File: src/rtl/serial_pkg.sv
//------------------------------------------------------------------------------
// Module  : serial_pkg
// Brief   : Shared receiver state encoding and default frame parameters.
// Rev     : 1.0
//------------------------------------------------------------------------------
`default_nettype none

package serial_pkg;

    localparam int unsigned DEF_DATA_W     = 8;
    localparam int unsigned DEF_PARITY_EN  = 1;
    localparam int unsigned DEF_PARITY_ODD = 0;

    typedef enum logic [1:0] {
        ST_IDLE   = 2'd0,
        ST_DATA   = 2'd1,
        ST_PARITY = 2'd2,
        ST_STOP   = 2'd3
    } rx_state_e;

endpackage : serial_pkg

`default_nettype wire

File: src/rtl/rx_shift_reg.sv
//------------------------------------------------------------------------------
// Module  : rx_shift_reg
// Brief   : DATA_W-bit right-shift register; serial bits enter at the MSB.
// Rev     : 1.0
//------------------------------------------------------------------------------
`default_nettype none

module rx_shift_reg #(
    parameter int unsigned DATA_W = 8
) (
    input  logic              clk,
    input  logic              rst,
    input  logic              shift_en_i,
    input  logic              sin_i,
    output logic [DATA_W-1:0] data_o
);

    logic [DATA_W-1:0] data_q;

    // After DATA_W shifts the first bit received has moved down to bit 0.
    always_ff @(posedge clk or posedge rst) begin
        if (rst) begin
            data_q <= '0;
        end else if (shift_en_i) begin
            data_q <= {sin_i, data_q[DATA_W-1:1]};
        end
    end

    assign data_o = data_q;

endmodule : rx_shift_reg

`default_nettype wire

File: src/rtl/serial_frame_rx.sv
//------------------------------------------------------------------------------
// Module  : serial_frame_rx
// Brief   : Strobed serial frame receiver (start, LSB-first data, parity, stop).
// Rev     : 1.0
//------------------------------------------------------------------------------
`default_nettype none

module serial_frame_rx
    import serial_pkg::*;
#(
    parameter int unsigned DATA_W     = DEF_DATA_W,
    parameter int unsigned PARITY_EN  = DEF_PARITY_EN,
    parameter int unsigned PARITY_ODD = DEF_PARITY_ODD
) (
    input  logic              clk,
    input  logic              rst,
    input  logic              bit_en,
    input  logic              sin,
    output logic [DATA_W-1:0] dout,
    output logic              dout_valid,
    output logic              parity_err,
    output logic              frame_err,
    output logic              busy
);

    localparam int unsigned CNT_W    = $clog2(DATA_W + 1);
    localparam logic        ODD_BIT  = (PARITY_ODD != 0);
    localparam logic        HAS_PAR  = (PARITY_EN != 0);

    rx_state_e          state_q, state_d;
    logic [CNT_W-1:0]   cnt_q, cnt_d;
    logic               perr_flag_q, perr_flag_d;
    logic [DATA_W-1:0]  dout_q, dout_d;
    logic               dout_valid_q, dout_valid_d;
    logic               parity_err_q, parity_err_d;
    logic               frame_err_q, frame_err_d;

    logic               w_shift_en;
    logic [DATA_W-1:0]  w_shift_data;

    assign w_shift_en = bit_en && (state_q == ST_DATA);

    rx_shift_reg #(
        .DATA_W (DATA_W)
    ) u_shift (
        .clk        (clk),
        .rst        (rst),
        .shift_en_i (w_shift_en),
        .sin_i      (sin),
        .data_o     (w_shift_data)
    );

    always_ff @(posedge clk or posedge rst) begin
        if (rst) begin
            state_q      <= ST_IDLE;
            cnt_q        <= '0;
            perr_flag_q  <= 1'b0;
            dout_q       <= '0;
            dout_valid_q <= 1'b0;
            parity_err_q <= 1'b0;
            frame_err_q  <= 1'b0;
        end else begin
            state_q      <= state_d;
            cnt_q        <= cnt_d;
            perr_flag_q  <= perr_flag_d;
            dout_q       <= dout_d;
            dout_valid_q <= dout_valid_d;
            parity_err_q <= parity_err_d;
            frame_err_q  <= frame_err_d;
        end
    end

    // Status pulses default low every cycle, so they last exactly one clk.
    always_comb begin
        state_d      = state_q;
        cnt_d        = cnt_q;
        perr_flag_d  = perr_flag_q;
        dout_d       = dout_q;
        dout_valid_d = 1'b0;
        parity_err_d = 1'b0;
        frame_err_d  = 1'b0;

        case (state_q)
            ST_IDLE: begin
                if (bit_en && !sin) begin
                    state_d     = ST_DATA;
                    cnt_d       = '0;
                    perr_flag_d = 1'b0;
                end
            end
            ST_DATA: begin
                if (bit_en) begin
                    cnt_d = cnt_q + CNT_W'(1);
                    if (cnt_q == CNT_W'(DATA_W - 1)) begin
                        state_d = HAS_PAR ? ST_PARITY : ST_STOP;
                    end
                end
            end
            ST_PARITY: begin
                if (bit_en) begin
                    perr_flag_d = ((^w_shift_data) ^ ODD_BIT) != sin;
                    state_d     = ST_STOP;
                end
            end
            ST_STOP: begin
                if (bit_en) begin
                    state_d = ST_IDLE;
                    if (sin) begin
                        dout_d       = w_shift_data;
                        dout_valid_d = 1'b1;
                        parity_err_d = perr_flag_q;
                    end else begin
                        frame_err_d  = 1'b1;
                    end
                end
            end
            default: state_d = ST_IDLE;
        endcase
    end

    assign dout       = dout_q;
    assign dout_valid = dout_valid_q;
    assign parity_err = parity_err_q;
    assign frame_err  = frame_err_q;
    assign busy       = (state_q != ST_IDLE);

endmodule : serial_frame_rx

`default_nettype wire

File: config.mk
export PLATFORM = sky130hd
export DESIGN_NAME = serial_frame_rx
export DESIGN_NICKNAME = d
export VERILOG_FILES = /design/src/rtl/serial_pkg.sv /design/src/rtl/rx_shift_reg.sv /design/src/rtl/serial_frame_rx.sv
export SDC_FILE = /design/constraint.sdc
export NUM_CORES = 1
export LEC_CHECK = 0
export CORE_ASPECT_RATIO = 1.25
export CORE_UTILIZATION = 51
export DETAILED_ROUTE_END_ITERATION = 10
export HOLD_SLACK_MARGIN = 0.08
export PLACE_DENSITY = 0.77
export RECOVER_POWER = 50
export SYNTH_ARGS = -nofsm -noshare
export SYNTH_HDL_FRONTEND = slang
export SYNTH_SLANG_ARGS = --single-unit
File: constraint.sdc
create_clock -name clk -period 1.7 [get_ports clk]
set_input_delay 0.255 -clock clk [delete_from_list [all_inputs] [get_ports clk]]
set_output_delay 0.255 -clock clk [all_outputs]
set_load 0.01 [all_outputs]
==> results.yml <==
pwr:
  p_per_area_nw_per_um2: 1932
  clkPwrFrac: 0.146
  sequentialPowerShare: 0.378
  power.total_mw: 2.905
  intPower_mw: 1.957
  combPwrFrac: 0.476
  p_leak_nw: 0.6873
  power_switching_uw: 948.0
  switching_share: 0.3263
  irDropWorstVdd_uv: 1207
timing:
  setup_viol: 0
  skew_ns: 0.004840
  slew_viol_final: 0
  worstMarginPinSlew_ns: 0.6326
  rsz0062_at_grt: "false"
  slew-limit-headroom: 0.5782
  fin_crit_sh: 0.9518
  max_freq_mhz: 618.0
  finalCriticalPeriod_ns: 1.618
  hold_viol_final: 0
  fin_ws_ns: 0.08196
layout:
  fillers: 165
  drive_above_1_share: 0.2727
  area_growth_pct: 25.34
  fin_nets: 131
  num_antenna_cells: 0
die:
  design.core.area_sq_um: 2211
  num_rows: 19
  initial_core_util: 0.5427
  io_pins: 16
  dieArea_sq_um: 2552
  fp.dieH_um: 56.23
  die_w_um: 45.39
cts:
  clk_latency_ns: 0.33
  htree_levels: 1
  cts_root_buf: "clkbuf_4"
  clkTransAtPathRegs_ns: 0.14
  cts_tree: "done"
  cts_sinks: 26
  holdBufCountCts: 0
  cts_buffer_depth: 2
  cts_made_buffers: 3
grt:
  grt_use_total: 0.1902
  grt_pass1_vias: 809
  grt_max_degree: 27
  grt_pass1_wl_um: 3505
  antenna_found_initial: 0
  grt_remaining_overflow: 0
yosys:
  yosys_warnings: 0
  synth_edf_count: 0
  syn_area_sq_um: 1200
  synthArstFlopShare: 1.000
  syn_nets: 104
  ys_seq_area_frac: 0.5422
  syn_area_per_cell_sq_um: 12.63
  yosysTopAreaCell: "dfrtp_1"
  synth_area_leaders: "dfrtp_1 (54%), mux2_2 (16%), ha_1 (5.2%)"
  synth_top_cell_area_share: 0.5422
  synth_cell_types: 23
  synth_ff_type: "dfrtp_1"
  synth_seq_cells: 26
  synthCells: 95
critical_path:
  worstSetupPathType: "flop to output port"
  endpoint_kind: "output port"
  path_max_fanout: 7
  crit_arrival_ns: 1.36
  cp.required_ns: 1.44
  start_kind: "flop"
drt:
  routed_via_density: 5.158
  drc_errors: 0
  drtIter0Drc: 11
  wirelength_um: 2072
  wl_per_cell_um: 13.63
  vias: 784
  ant_nets: 0
  dr.pass1.iters: 4
place:
  pre_cts_ws_ns: -0.1781
  gp_congestion: 0.8508
  dp_hpwl_um: 1506
  portBuffers: 15
worst_hold_path:
  min_path_type: "input port to asynchronous set/reset pin"
run:
  drv_cap: 0
outcome:
  status: "finished, final reports clean"
critical path: stages, from the launching register on:
cell           delay (ns)
dfrtp_1              0.41
inv_1                0.12
ha_4                 0.18
inv_1                0.06
dlygate4sd2_1        0.28
repair_timing:
item | in CTS | in global routing
endpoints found under the setup margin | 1 | 10
resized for setup | 3 | 3
buffers inserted | 2 | 0
pin swaps | 0 | 0
final cells by class:
cell class	instances	area [sq um]	area share
multi-input combinational	60	521.8	0.3469
tap	31	38.79	0.02579
timing repair buffer	25	217.7	0.1448
sequential	26	650.6	0.4326
clock buffer	3	22.52	0.01498
clock inverter	1	30.03	0.01997
inverter	6	22.52	0.01498
synthesized netlist by cell type, drive strengths merged (2+ instances only):
cell	n
a32o	2
buf	2
dfrtp	26
ha	5
inv	6
mux2	17
mux2i	2
nand2	9
nand3	4
nor2	3
o21ai	4
xnor2	5
placed cells by master (no fill, tap or decap), drive strengths merged:
master,synthesis,final
xnor2,5,5
bufinv,0,1
o211ai,1,1
ha,5,5
mux2,17,17
dfrtp,26,26
clkdlybuf4s50,0,12
clkbuf,1,5
a32o,2,2
a21boi,1,1
a2111oi,1,1
nand2b,1,1
xor2,1,1
xnor3,1,1
o21ai,4,4
o31ai,1,1
mux2i,2,2
and2,1,1
nand2,9,9
inv,6,6
dlygate4sd2,0,1
buf,2,8
nor2,3,3
nand3,4,4
dlygate4sd3,0,2
a22o,1,1
power by group through the flow:
| stage | Clock, mW | Sequential (mW) | Combinational (mW) |
|---|---|---|---|
| 2_1_floorplan | 0 | 1.12 | 0.868 |
| 3_3_place_gp | 0 | 1.10 | 1.28 |
| 3_5_place_dp | 0 | 1.12 | 1.33 |
| 4_1_cts | 0.428 | 1.10 | 1.41 |
| 5_1_grt | 0.454 | 1.14 | 1.52 |
| 6_report | 0.424 | 1.10 | 1.38 |
cell families after synthesis:
group / after synthesis / synth area share
DFF: 26 / 0.5422
adders and majority gates: 5 / 0.05214
muxes: 19 / 0.1762
AOI/OAI and AO/OA: 11 / 0.06675
xor gates and xnor gates: 7 / 0.06256
and+or+nand+nor: 18 / 0.06466
buffers and inverters: 9 / 0.03544
worst paths after layout:
| path | cells past startpoint | start | slack [ns] | endpoint |
|---|---|---|---|---|
| max reg2reg | 4 | state_q[0]$_DFFE_PP0P_ | 0.17 | u_shift.data_o[1]$_DFFE_PP0P_ |
| min reg2reg | 1 | dout[4]$_DFFE_PP0P_ | 0.52 | dout[4]$_DFFE_PP0P_ |
| max | 4 | state_q[1]$_DFFE_PP0P_ | 0.08 | busy |
| min in group clk | 1 | dout[4]$_DFFE_PP0P_ | 0.52 | dout[4]$_DFFE_PP0P_ |
| min | 3 | rst | 0.50 | dout_valid$_DFF_PP0_ |
| max in group asynchronous | 3 | rst | 0.79 | cnt_q[0]$_DFFE_PP0P_ |
through the flow:
step | hold WS (ns) | setup TNS [ns] | std cells | instance area, sq um | util
final | 0.5035 | 0 | 152 | 1504 | 0.6802
after global routing | 0.5301 | 0 | 152 | 1504 | 0.6802
after CTS | 0.2772 | 0 | 152 | 1508 | 0.6819
after detailed placement | 0.4905 | -0.2112 | 146 | 1429 | 0.6463
after global placement | 0.4851 | -0.1122 | 146 | 1429 | 0.6463
after floorplan | 0.2950 | 0 | 95 | 1200 | -
state kept, by name (all words and copies together), names as in the netlist:
signal / count
perr_flag_q: 1
u_shift.data_o: 8
parity_err: 1
dout: 8
cnt_q: 4
state_q: 2
frame_err: 1
dout_valid: 1
metal layers:
metal,track usage,wire length [um],up-vias
li1,-,-,373
met1,0.2259,855,385
met2,0.3327,1102,21
met3,0.01948,69,5
met4,0.07792,44,0
met5,0,0,-
(Power assumes the default switching activity.)
